[src/rtl/rv32_pkg.sv]
// Shared RV32 types for the front end: machine word, fetch FSM states and
// small address helpers used by the fetch stage.
package rv32;

   typedef logic [31:0] word;

   typedef enum logic [1:0] {
      FETCH   = 2'd0,
      WAIT    = 2'd1,
      HOLD    = 2'd2,
      DISCARD = 2'd3
   } fetch_state_t;

   localparam word INST_BYTES      = 32'd4;
   localparam word INST_ALIGN_MASK = 32'hFFFF_FFFC;

   // Instruction addresses are always word aligned; low bits are dropped.
   function automatic word align_word(input word addr);
      return addr & INST_ALIGN_MASK;
   endfunction

   // Sequential successor, wrapping modulo 2^32.
   function automatic word next_word(input word addr);
      return addr + INST_BYTES;
   endfunction

endpackage

[src/rtl/fetch_hold.sv]
// One-entry capture register: keeps an instruction that arrived while the
// pipeline was stalled, with a valid flag that is loaded and cleared.
module fetch_hold
   import rv32::*;
(
   input  logic clk,
   input  logic rst,
   input  logic load,
   input  logic clear,
   input  word  data_i,
   output logic valid_o,
   output word  data_o
);

   logic valid_q, valid_d;
   word  data_q, data_d;

   always_comb begin
      valid_d = valid_q;
      data_d  = data_q;
      if (load) begin
         valid_d = 1'b1;
         data_d  = data_i;
      end else if (clear) begin
         valid_d = 1'b0;
      end
   end

   always_ff @(posedge clk or posedge rst) begin
      if (rst) begin
         valid_q <= 1'b0;
         data_q  <= '0;
      end else begin
         valid_q <= valid_d;
         data_q  <= data_d;
      end
   end

   assign valid_o = valid_q;
   assign data_o  = data_q;

endmodule

[src/rtl/if_fetch.sv]
// Instruction-fetch stage: owns the fetch PC, keeps one bus request in
// flight, drops stale responses after a redirect and holds data over stalls.
module if_fetch
   import rv32::*;
#(
   parameter word RESET_ADDR = 32'h0000_0000
)(
   input  logic        clk,
   input  logic        rst,
   input  logic        stall,
   input  logic        redirect,
   input  logic [31:0] redirect_pc,
   output logic        ibus_req,
   output logic [31:0] ibus_addr,
   input  logic        ibus_gnt,
   input  logic        ibus_rvalid,
   input  logic [31:0] ibus_rdata,
   output logic        bubble_o,
   output logic [31:0] pc_o,
   output logic [31:0] pc4_o,
   output logic [31:0] inst_o
);

   fetch_state_t state_q, state_d;
   word          pc_q, pc_d;
   word          out_pc_q, out_pc_d;

   logic hold_load, hold_clear, hold_valid;
   word  hold_inst_q;

   logic issue;
   logic req_c;
   logic bubble_c;
   word  inst_c;

   fetch_hold u_hold (
      .clk     (clk),
      .rst     (rst),
      .load    (hold_load),
      .clear   (hold_clear),
      .data_i  (ibus_rdata),
      .valid_o (hold_valid),
      .data_o  (hold_inst_q)
   );

   always_comb begin
      state_d    = state_q;
      pc_d       = pc_q;
      out_pc_d   = out_pc_q;
      hold_load  = 1'b0;
      hold_clear = 1'b0;
      issue      = 1'b0;
      req_c      = 1'b0;
      bubble_c   = 1'b1;
      inst_c     = '0;

      case (state_q)
         FETCH: issue = 1'b1;
         WAIT: begin
            if (ibus_rvalid) begin
               bubble_c = 1'b0;
               inst_c   = ibus_rdata;
               if (stall) begin
                  hold_load = 1'b1;
                  state_d   = HOLD;
               end else begin
                  issue = 1'b1;
               end
            end
         end
         HOLD: begin
            bubble_c = ~hold_valid;
            inst_c   = hold_valid ? hold_inst_q : '0;
            if (!stall) begin
               issue      = 1'b1;
               hold_clear = 1'b1;
            end
         end
         DISCARD: begin
            if (ibus_rvalid) state_d = FETCH;
         end
         default: state_d = FETCH;
      endcase

      // A request issued this cycle either lands (grant) or is retried from FETCH.
      if (issue) begin
         req_c = 1'b1;
         if (ibus_gnt) begin
            state_d  = WAIT;
            out_pc_d = pc_q;
            pc_d     = next_word(pc_q);
         end else begin
            state_d = FETCH;
         end
      end

      if (redirect) begin
         req_c      = 1'b0;
         bubble_c   = 1'b1;
         inst_c     = '0;
         hold_load  = 1'b0;
         hold_clear = 1'b1;
         out_pc_d   = out_pc_q;
         pc_d       = align_word(redirect_pc);
         case (state_q)
            WAIT:    state_d = ibus_rvalid ? FETCH : DISCARD;
            DISCARD: state_d = ibus_rvalid ? FETCH : DISCARD;
            default: state_d = FETCH;
         endcase
      end
   end

   always_ff @(posedge clk or posedge rst) begin
      if (rst) begin
         state_q  <= FETCH;
         pc_q     <= RESET_ADDR;
         out_pc_q <= RESET_ADDR;
      end else begin
         state_q  <= state_d;
         pc_q     <= pc_d;
         out_pc_q <= out_pc_d;
      end
   end

   // The bus shares rst, so no request may be presented while it is asserted.
   assign ibus_req  = req_c & ~rst;
   assign ibus_addr = pc_q;
   assign bubble_o  = bubble_c | rst;
   assign pc_o      = out_pc_q;
   assign pc4_o     = next_word(out_pc_q);
   assign inst_o    = rst ? '0 : inst_c;

endmodule

[config.mk]
export PLATFORM = sky130hd
export DESIGN_NAME = if_fetch
export DESIGN_NICKNAME = d
export VERILOG_FILES = /design/src/rtl/rv32_pkg.sv /design/src/rtl/fetch_hold.sv /design/src/rtl/if_fetch.sv
export SDC_FILE = /design/constraint.sdc
export NUM_CORES = 1
export LEC_CHECK = 0
export ABC_AREA = 0
export CAP_MARGIN = 20
export CORE_AREA = 2 2 87 152
export DETAILED_ROUTE_END_ITERATION = 10
export DIE_AREA = 0 0 89 154
export PLACE_DENSITY = 0.91
export SLEW_MARGIN = 30
export SYNTH_ARGS = -nofsm -noshare
export SYNTH_HDL_FRONTEND = slang
export SYNTH_SLANG_ARGS = --single-unit
export TNS_END_PERCENT = 20
[constraint.sdc]
create_clock -name clk -period 6.1 [get_ports clk]
set_clock_uncertainty 0.1 [all_clocks]
set_input_delay 1.22 -clock clk [delete_from_list [all_inputs] [get_ports clk]]
set_output_delay 1.22 -clock clk [all_outputs]
set_load 0.1 [all_outputs]
Word-level counts from Yosys, hierarchy flattened

Index checks and enable logic that the tools add are counted.

Input port bits: 70
Flip-flop bits (word level): 99
Logic and storage cells: 60

Equality and inequality tests: 6
Bitwise logic cells: 5
Multiplexer cells: 33
Add/subtract/negate cells: 2
Reduce and logical (&&, ||, !) cells: 9

Operator list:

| operator                                      | number |
|---|---|
| two-way mux 32 bit                            | 7 |
| adder 32 x 3 -> 32 bit, second input constant | 2 |
| case mux 32 bit (2 select lines)              | 1 |
| two-way mux 1 bit                             | 15 |
| two-way mux 2 bit                             | 7 |
| != test 4 bit, second input constant          | 3 |
| nonzero test 2 bit                            | 3 |
| == test 2 bit, second input constant          | 2 |
| case mux 2 bit (2 select lines)               | 1 |
| AND reduction 4 bit                           | 1 |
| nonzero test 4 bit                            | 1 |
| inverter 1 bit                                | 3 |
| case mux 1 bit (3 select lines)               | 1 |
| AND reduction 3 bit                           | 1 |
| == test 2 x 1 -> 1 bit, second input constant | 1 |
| logical NOT 2 bit                             | 1 |
| case mux 1 bit (2 select lines)               | 1 |
| AND reduction 2 bit                           | 1 |
| OR reduction 2 bit                            | 1 |
| bitwise AND 1 bit                             | 1 |
| OR 1 bit                                      | 1 |

Depth between registers and ports, before layout

Gate-level depths: netlist of run 1.

Depth after elaboration: 6
Gate-level depth with buffers: 8
Gate-level depth less buffers: 6

Hierarchy

From an unflattened synthesis of run 1, not the netlist that was laid out.

Cells, all modules: 534
Area, all modules: 5495.3 sq um

Modules (own cells, without submodules):

| module     | times used | area an instance (sq um) | cells each |
|---|---|---|---|
| if_fetch   | 1          | 4113.9                   | 462 |
| fetch_hold | 1          | 1381.3                   | 72 |

Least setup slack after synthesis of run 1

OpenSTA, ideal clock, no wires.

Path type: input to output
Start: in rst
End: out inst_o[10]
Cell stages on the path: 4
Required time: 4.780 ns
Buffers on the path: 1
Arrival time: 5.255 ns
Setup slack: -0.475 ns
Cell sequence: inv_1 nand3_1 clkbuf_1 nor2_1

Longest elaborated chain between the ends: 1

Ends and longest elaborated chain:

| what               | RTL line        | RTL |
|---|---|---|
| from (decl)        | if_fetch.sv:9   | `input logic rst,` |
| two-way mux 32 bit | if_fetch.sv:131 | `assign inst_o = rst ? '0 : inst_c;` |
| to (decl)          | if_fetch.sv:21  | `output logic [31:0] inst_o` |

No other way between the ends.

Final worst setup path of run 1

Start: reg out_pc_q[7], in the netlist pc_o[7]
End: out pc4_o[25]

Longest elaborated chain between the ends: 1

Ends and longest elaborated chain:

| what                   | RTL line        | RTL |
|---|---|---|
| from (decl)            | if_fetch.sv:26  | `word out_pc_q, out_pc_d;` |
| from (signal assigned) | if_fetch.sv:121 | `out_pc_q <= out_pc_d;` |
| adder 32 x 3 -> 32 bit | rv32_pkg.sv:24  | `return addr + INST_BYTES;` |
| to (decl)              | if_fetch.sv:20  | `output logic [31:0] pc4_o,` |

No other way between the ends.

==> results of run 1 <==
## path summary, 6_finish.rpt
check	to	from	cells after the start	slack [ns]
max reg2reg	ibus_addr[21]	state_q[0]	5	3.26
max	pc4_o[25]	pc_o[7]	5	1.18
min in group asynchronous	u_hold.data_o[20]	rst	3	1.30
max in group asynchronous	ibus_addr[8]	rst	4	3.48
min	u_hold.data_o[2]	u_hold.data_o[2]	1	0.41
min reg2reg	u_hold.data_o[2]	u_hold.data_o[2]	1	0.41
## kinds of logic (layout without fill, tap and decap cells)
logic type	count (synthesis)	count (layout)
mux	65	65
flops	95	95
other cells	1	6
xor+xnor	34	34
simple gates	198	198
compound gates	97	97
fa+ha+maj	7	7
buf+inv	56	224
## flip-flops by register name, summed over array words and instances (netlist names)
name	cells
u_hold.valid_o	1
state_q	2
pc_o	30
ibus_addr	30
u_hold.data_o	32
## worst max-delay path, cell delays in order, from the launching register on
cell	delay, ns
dfrtp_1	0.47
nand4_1	0.37
nor4b_4	0.74
nand4_1	0.26
xnor2_1	0.23
clkdlybuf4s50_1	1.17
## layer usage
metal / wire (um) / share of wire [%] / global-route usage [%] / up-vias
met2: 9009 / 55 / 43.00 / 235
met4: 546 / 3.3 / 10.87 / 0
met5: 0 / 0 / 0 / -
met3: 953 / 5.8 / 4.294 / 50
li1: - / - / - / 2370
met1: 5789 / 36 / 26.93 / 2551
## per-stage QoR
step | power, mW | cells | cell area (um^2) | hold slack, ns | setup slack [ns]
2_1_floorplan | 3.425 | 558 | 5510 | 0.3803 | 0.6693
3_3_place_gp | 4.077 | 879 | 7819 | 0.3889 | 1.406
3_5_place_dp | 4.154 | 879 | 7821 | 0.3963 | 1.319
4_1_cts | 4.677 | 894 | 8083 | 0.4151 | 0.9506
5_1_grt | 4.844 | 894 | 8100 | 0.4340 | 1.024
6_report | 4.670 | 894 | 8100 | 0.4125 | 1.180
## layout make-up
cell class	count	area (um^2)
Clock buffer	10	229.0
Timing Repair Buffer	198	2292
Tap cell	168	210.2
Inverter	11	45.04
Multi-Input combinational cell	407	2914
Sequential cell	95	2377
Fill cell	976	4332
Clock inverter	5	32.53
## power by group
part / switching (mW) / internal (mW)
Clock: 0.238 / 0.275
Sequential: 0.274 / 0.866
Combinational: 2.24 / 0.776
Total: 2.75 / 1.92
## cell usage in the layout (no fill, tap or decap), types with 7 or more instances in the layout
master / Yosys / routed
ha_1: 7 / 7
nand2_1: 27 / 27
o21ai_0: 13 / 13
a22oi_1: 32 / 32
o31ai_1: 20 / 20
or4_1: 20 / 20
and3_1: 7 / 7
mux2_2: 63 / 63
nand4_1: 23 / 23
nand3_1: 22 / 22
inv_1: 11 / 10
dfrtp_1: 95 / 95
clkdlybuf4s50_1: 0 / 157
buf_4: 6 / 8
xnor2_1: 26 / 26
buf_12: 0 / 33
a31oi_1: 20 / 20
nor2_1: 58 / 58
xor2_1: 8 / 8
clkbuf_16: 0 / 9
==> flow_summary.json, run 1 <==
{
  "yosys-top-cells-count": "dfrtp_1 (95), mux2_2 (63), nor2_1 (58)",
  "antenna_cells": 0,
  "layout-drive-gt1-share_pct": 17.49,
  "setup_tns_ns": 0,
  "cts_tree": "done",
  "synth_mux_area_share_pct": 13.29,
  "yosysMostFrequentCell": "dfrtp_1",
  "port_buffers": 191,
  "drv_cap": 0,
  "grt.total_usage_pct": 24.07,
  "end_kind": "output port",
  "worst_pin_slew_ns": 1.032,
  "gp_congestion": 0.8095,
  "die_x_um": 89,
  "grt_pass1_vias": 5448,
  "final_max_slew_viol_count": 0,
  "h-tree-depth": 3,
  "min_period_over_period_pct": 80.65,
  "antenna_found_initial": 0,
  "crit_type": "reg -> out",
  "dpl.hpwl_mm": 12.19,
  "initial_core_util_pct": 44.14,
  "viasPerCell": 5.823,
  "max_freq_mhz": 203.3,
  "synth_top_family_by_area": "simple AND/OR/NAND/NOR gates",
  "totalWireLength_mm": 16.30,
  "firstDrtPassIters": 7,
  "synthFlopType": "dfrtp_1",
  "finalCriticalPeriod_ns": 4.920,
  "setup_viol": 0,
  "post_cts_buffers": 0,
  "synthAdderAreaFrac_pct": 1.596,
  "drc": 0,
  "syn_area_mm2": 0.005488,
  "synth_warnings": 0,
  "arrival_ns": 3.60,
  "clk_latency_ns": 0.34,
  "hold_buffers": 0,
  "yosysUniqueCellTypes": 46,
  "core_area_mm2": 0.01243,
  "grt_pass1_wl_mm": 26.39,
  "synth_cells": 553,
  "wl_per_cell_um": 18.23,
  "num_vias": 5206,
  "clk_path_buf_depth": 2,
  "cp-start-kind": "flop",
  "die_h_um": 154,
  "drtAntennaViolNets": 0,
  "synth_area_per_cell_um2": 9.924,
  "grt_max_degree": 61,
  "cts_buffers": 9,
  "synth_edf_count": 0,
  "detailedRoute.firstIterationViolations": 363,
  "leakagePower_nw": 3.098,
  "fin_util_pct": 65.16,
  "root_buffer": "clkbuf_16",
  "overflow": 0,
  "finalHoldViolations": 0,
  "seq_area_frac_synth_pct": 43.32,
  "io_pins": 200,
  "status": "complete, no violations",
  "rows": 54,
  "synthTopCellsByArea": "dfrtp_1 (43%), mux2_2 (13%), a22oi_1 (4.4%)",
  "yosys.area.top_type": "dfrtp_1",
  "rsz0062_at_grt": "no",
  "p_per_area_mw_per_mm2": 576.6,
  "synth_top_area_share_pct": 43.32,
  "postCtsResizedCells": 0,
  "cts.sinks": 95,
  "required_ns": 4.78,
  "syn_to_final_growth_pct": 47.61,
  "maxSlewHeadroom_pct": 30.98,
  "layout.nets": 799,
  "cp_max_fo": 10,
  "ir_drop_v": 0.0002878,
  "hp-class": "reg -> reg",
  "synth-compound-area-share_pct": 12.31,
  "synthArstFlopShare_pct": 100.0,
  "die_area_mm2": 0.01371,
  "synth_xor_area_share_pct": 5.426,
  "synth-seq-cells": 95,
  "clk_pin_slew_ns": 0.07,
  "synth_simple_gate_area_share_pct": 19.59
}
Note: power is estimated with default switching activity, not from simulation.
==> inputs of run 2 (changes only) <==
- clock period: 6.1 -> 4.7 ns (I/O delays scaled with it)
==> run 2 against run 1 <==
  * Total power grew 31%
  * Worst hold slack lost 0.0012 ns
  * Combinational power grew 29%
==> flow_summary.json, run 2 (synthesis results as in run 1) <==
{
  "status": "complete, no violations",
  "core_area_mm2": 0.01243,
  "hp-class": "reg -> reg",
  "maxSlewHeadroom_pct": 30.86,
  "design_area_mm2": 0.008105,
  "die_x_um": 89,
  "gp_congestion": 0.8441,
  "dp_cells": 881,
  "finalCriticalPeriod_ns": 3.925,
  "rsz0062_at_grt": "no",
  "worst_pin_slew_ns": 1.034,
  "grt_max_degree": 64,
  "max_stage_delay_ns": 0.83,
  "initial_core_util_pct": 44.14,
  "stdcell_count": 897,
  "grt_most_used_layer": "met2",
  "die_h_um": 154,
  "clk_latency_ns": 0.35,
  "overflow": 0,
  "cts.sinks": 95,
  "rows": 54,
  "drv_cap": 0,
  "syn_to_final_growth_pct": 47.70,
  "antenna_cells": 0,
  "reg2reg_depth": 5,
  "arrival_ns": 2.88,
  "final_common_cell": "clkdlybuf4s50_1",
  "setup_tns_ns": 0,
  "grt_use_met1_pct": 26.66,
  "final_max_slew_viol_count": 0,
  "cp_max_fo": 8,
  "postCtsResizedCells": 0,
  "whs_path_depth": 1,
  "grt.total_usage_pct": 24.10,
  "finalHoldViolations": 0,
  "io_pins": 200,
  "grt_pass1_vias": 5371,
  "ir_drop_v": 0.0004150,
  "num_vias": 5250,
  "slowest_stage": "nor4b_2",
  "cp-start-kind": "flop",
  "viasPerCell": 5.853,
  "crit_type": "reg -> out",
  "cts_buffers": 9,
  "cts_tree": "done",
  "antenna_found_initial": 0,
  "grt_pass1_wl_mm": 26.22,
  "root_buffer": "clkbuf_16",
  "largest_reg_flops": 32,
  "setup_viol": 0,
  "max_freq_mhz": 254.8,
  "hold_buffers": 0,
  "placed_area_mm2": 0.007800,
  "detailedRoute.firstIterationViolations": 349,
  "end_kind": "output port",
  "p_per_area_mw_per_mm2": 754.9,
  "clk_pin_slew_ns": 0.07,
  "met3_usage_pct": 4.455,
  "wl_per_cell_um": 18.54,
  "clk_path_buf_depth": 2,
  "leakagePower_nw": 3.128,
  "required_ns": 3.66,
  "layout_common_cells": "clkdlybuf4s50_1 (138), dfrtp_1 (95), mux2_2 (63)",
  "die_area_mm2": 0.01371,
  "min_period_over_period_pct": 83.50,
  "fillers": 940,
  "worstPathCellList": "ha_1 > and4_1 > nor4b_2 > nand4_1 > xnor2_1 > buf_4",
  "post_cts_buffers": 0,
  "drtAntennaViolNets": 0,
  "port_buffers": 191,
  "layout.nets": 801,
  "layout-drive-gt1-share_pct": 20.85,
  "dpl.hpwl_mm": 12.34,
  "grt_util_met2_pct": 43.28,
  "firstDrtPassIters": 5,
  "totalWireLength_mm": 16.63,
  "drc": 0,
  "h-tree-depth": 3
}
## run 2: critical path, delay by kind of cell, from the launching register on
kind | cells | cell delay, ns
xor+xnor | 1 | 0.19
fa+ha+maj | 1 | 0.23
buf+inv | 1 | 0.31
flops | 1 | 0.42
simple gates | 3 | 1.37
## run 2: path summary, 6_finish.rpt
check / start / end / slack (ns)
min in group asynchronous: rst / u_hold.data_o[13] / 1.02
worst min register to register: u_hold.data_o[8] / u_hold.data_o[8] / 0.41
worst max register to register: state_q[0] / ibus_addr[27] / 1.88
worst max-delay path: pc_o[2] / pc4_o[26] / 0.78
max in group asynchronous: rst / state_q[0] / 2.31
worst min-delay path: u_hold.data_o[8] / u_hold.data_o[8] / 0.41
## run 2: stage by stage
stage / util, % / power, mW / hold slack (ns) / worst slack [ns]
floorplan: - / 4.450 / 0.3803 / -0.1975
global placement: 62.73 / 5.263 / 0.3891 / 1.026
detailed placement: 62.74 / 5.373 / 0.3984 / 0.9676
CTS: 65.20 / 6.142 / 0.4141 / 0.7867
global route: 65.20 / 6.332 / 0.4244 / 0.6766
finish: 65.20 / 6.119 / 0.4113 / 0.7754
## run 2: routing by layer
layer	routed length (um)	part of all wire, %
met4	583	3.5
met1	5890	35
met3	1002	6.0
met2	9155	55
met5	0	0
## run 2: power breakdown
group	switching, mW	internal (mW)	leakage (nW)	total, mW
Clock	0.325	0.430	0.153	0.755
Combinational	2.91	0.979	1.84	3.89
Sequential	0.355	1.12	1.14	1.48
## run 2: area by class of cell
cell class	count	area [um^2]	area share, %
Sequential cell	95	2377	29.33
Inverter	11	45.04	0.5557
Tap cell	168	210.2	2.593
Clock inverter	6	66.31	0.8182
Clock buffer	10	239.0	2.948
Timing Repair Buffer	200	2260	27.88
Multi-Input combinational cell	407	2908	35.88
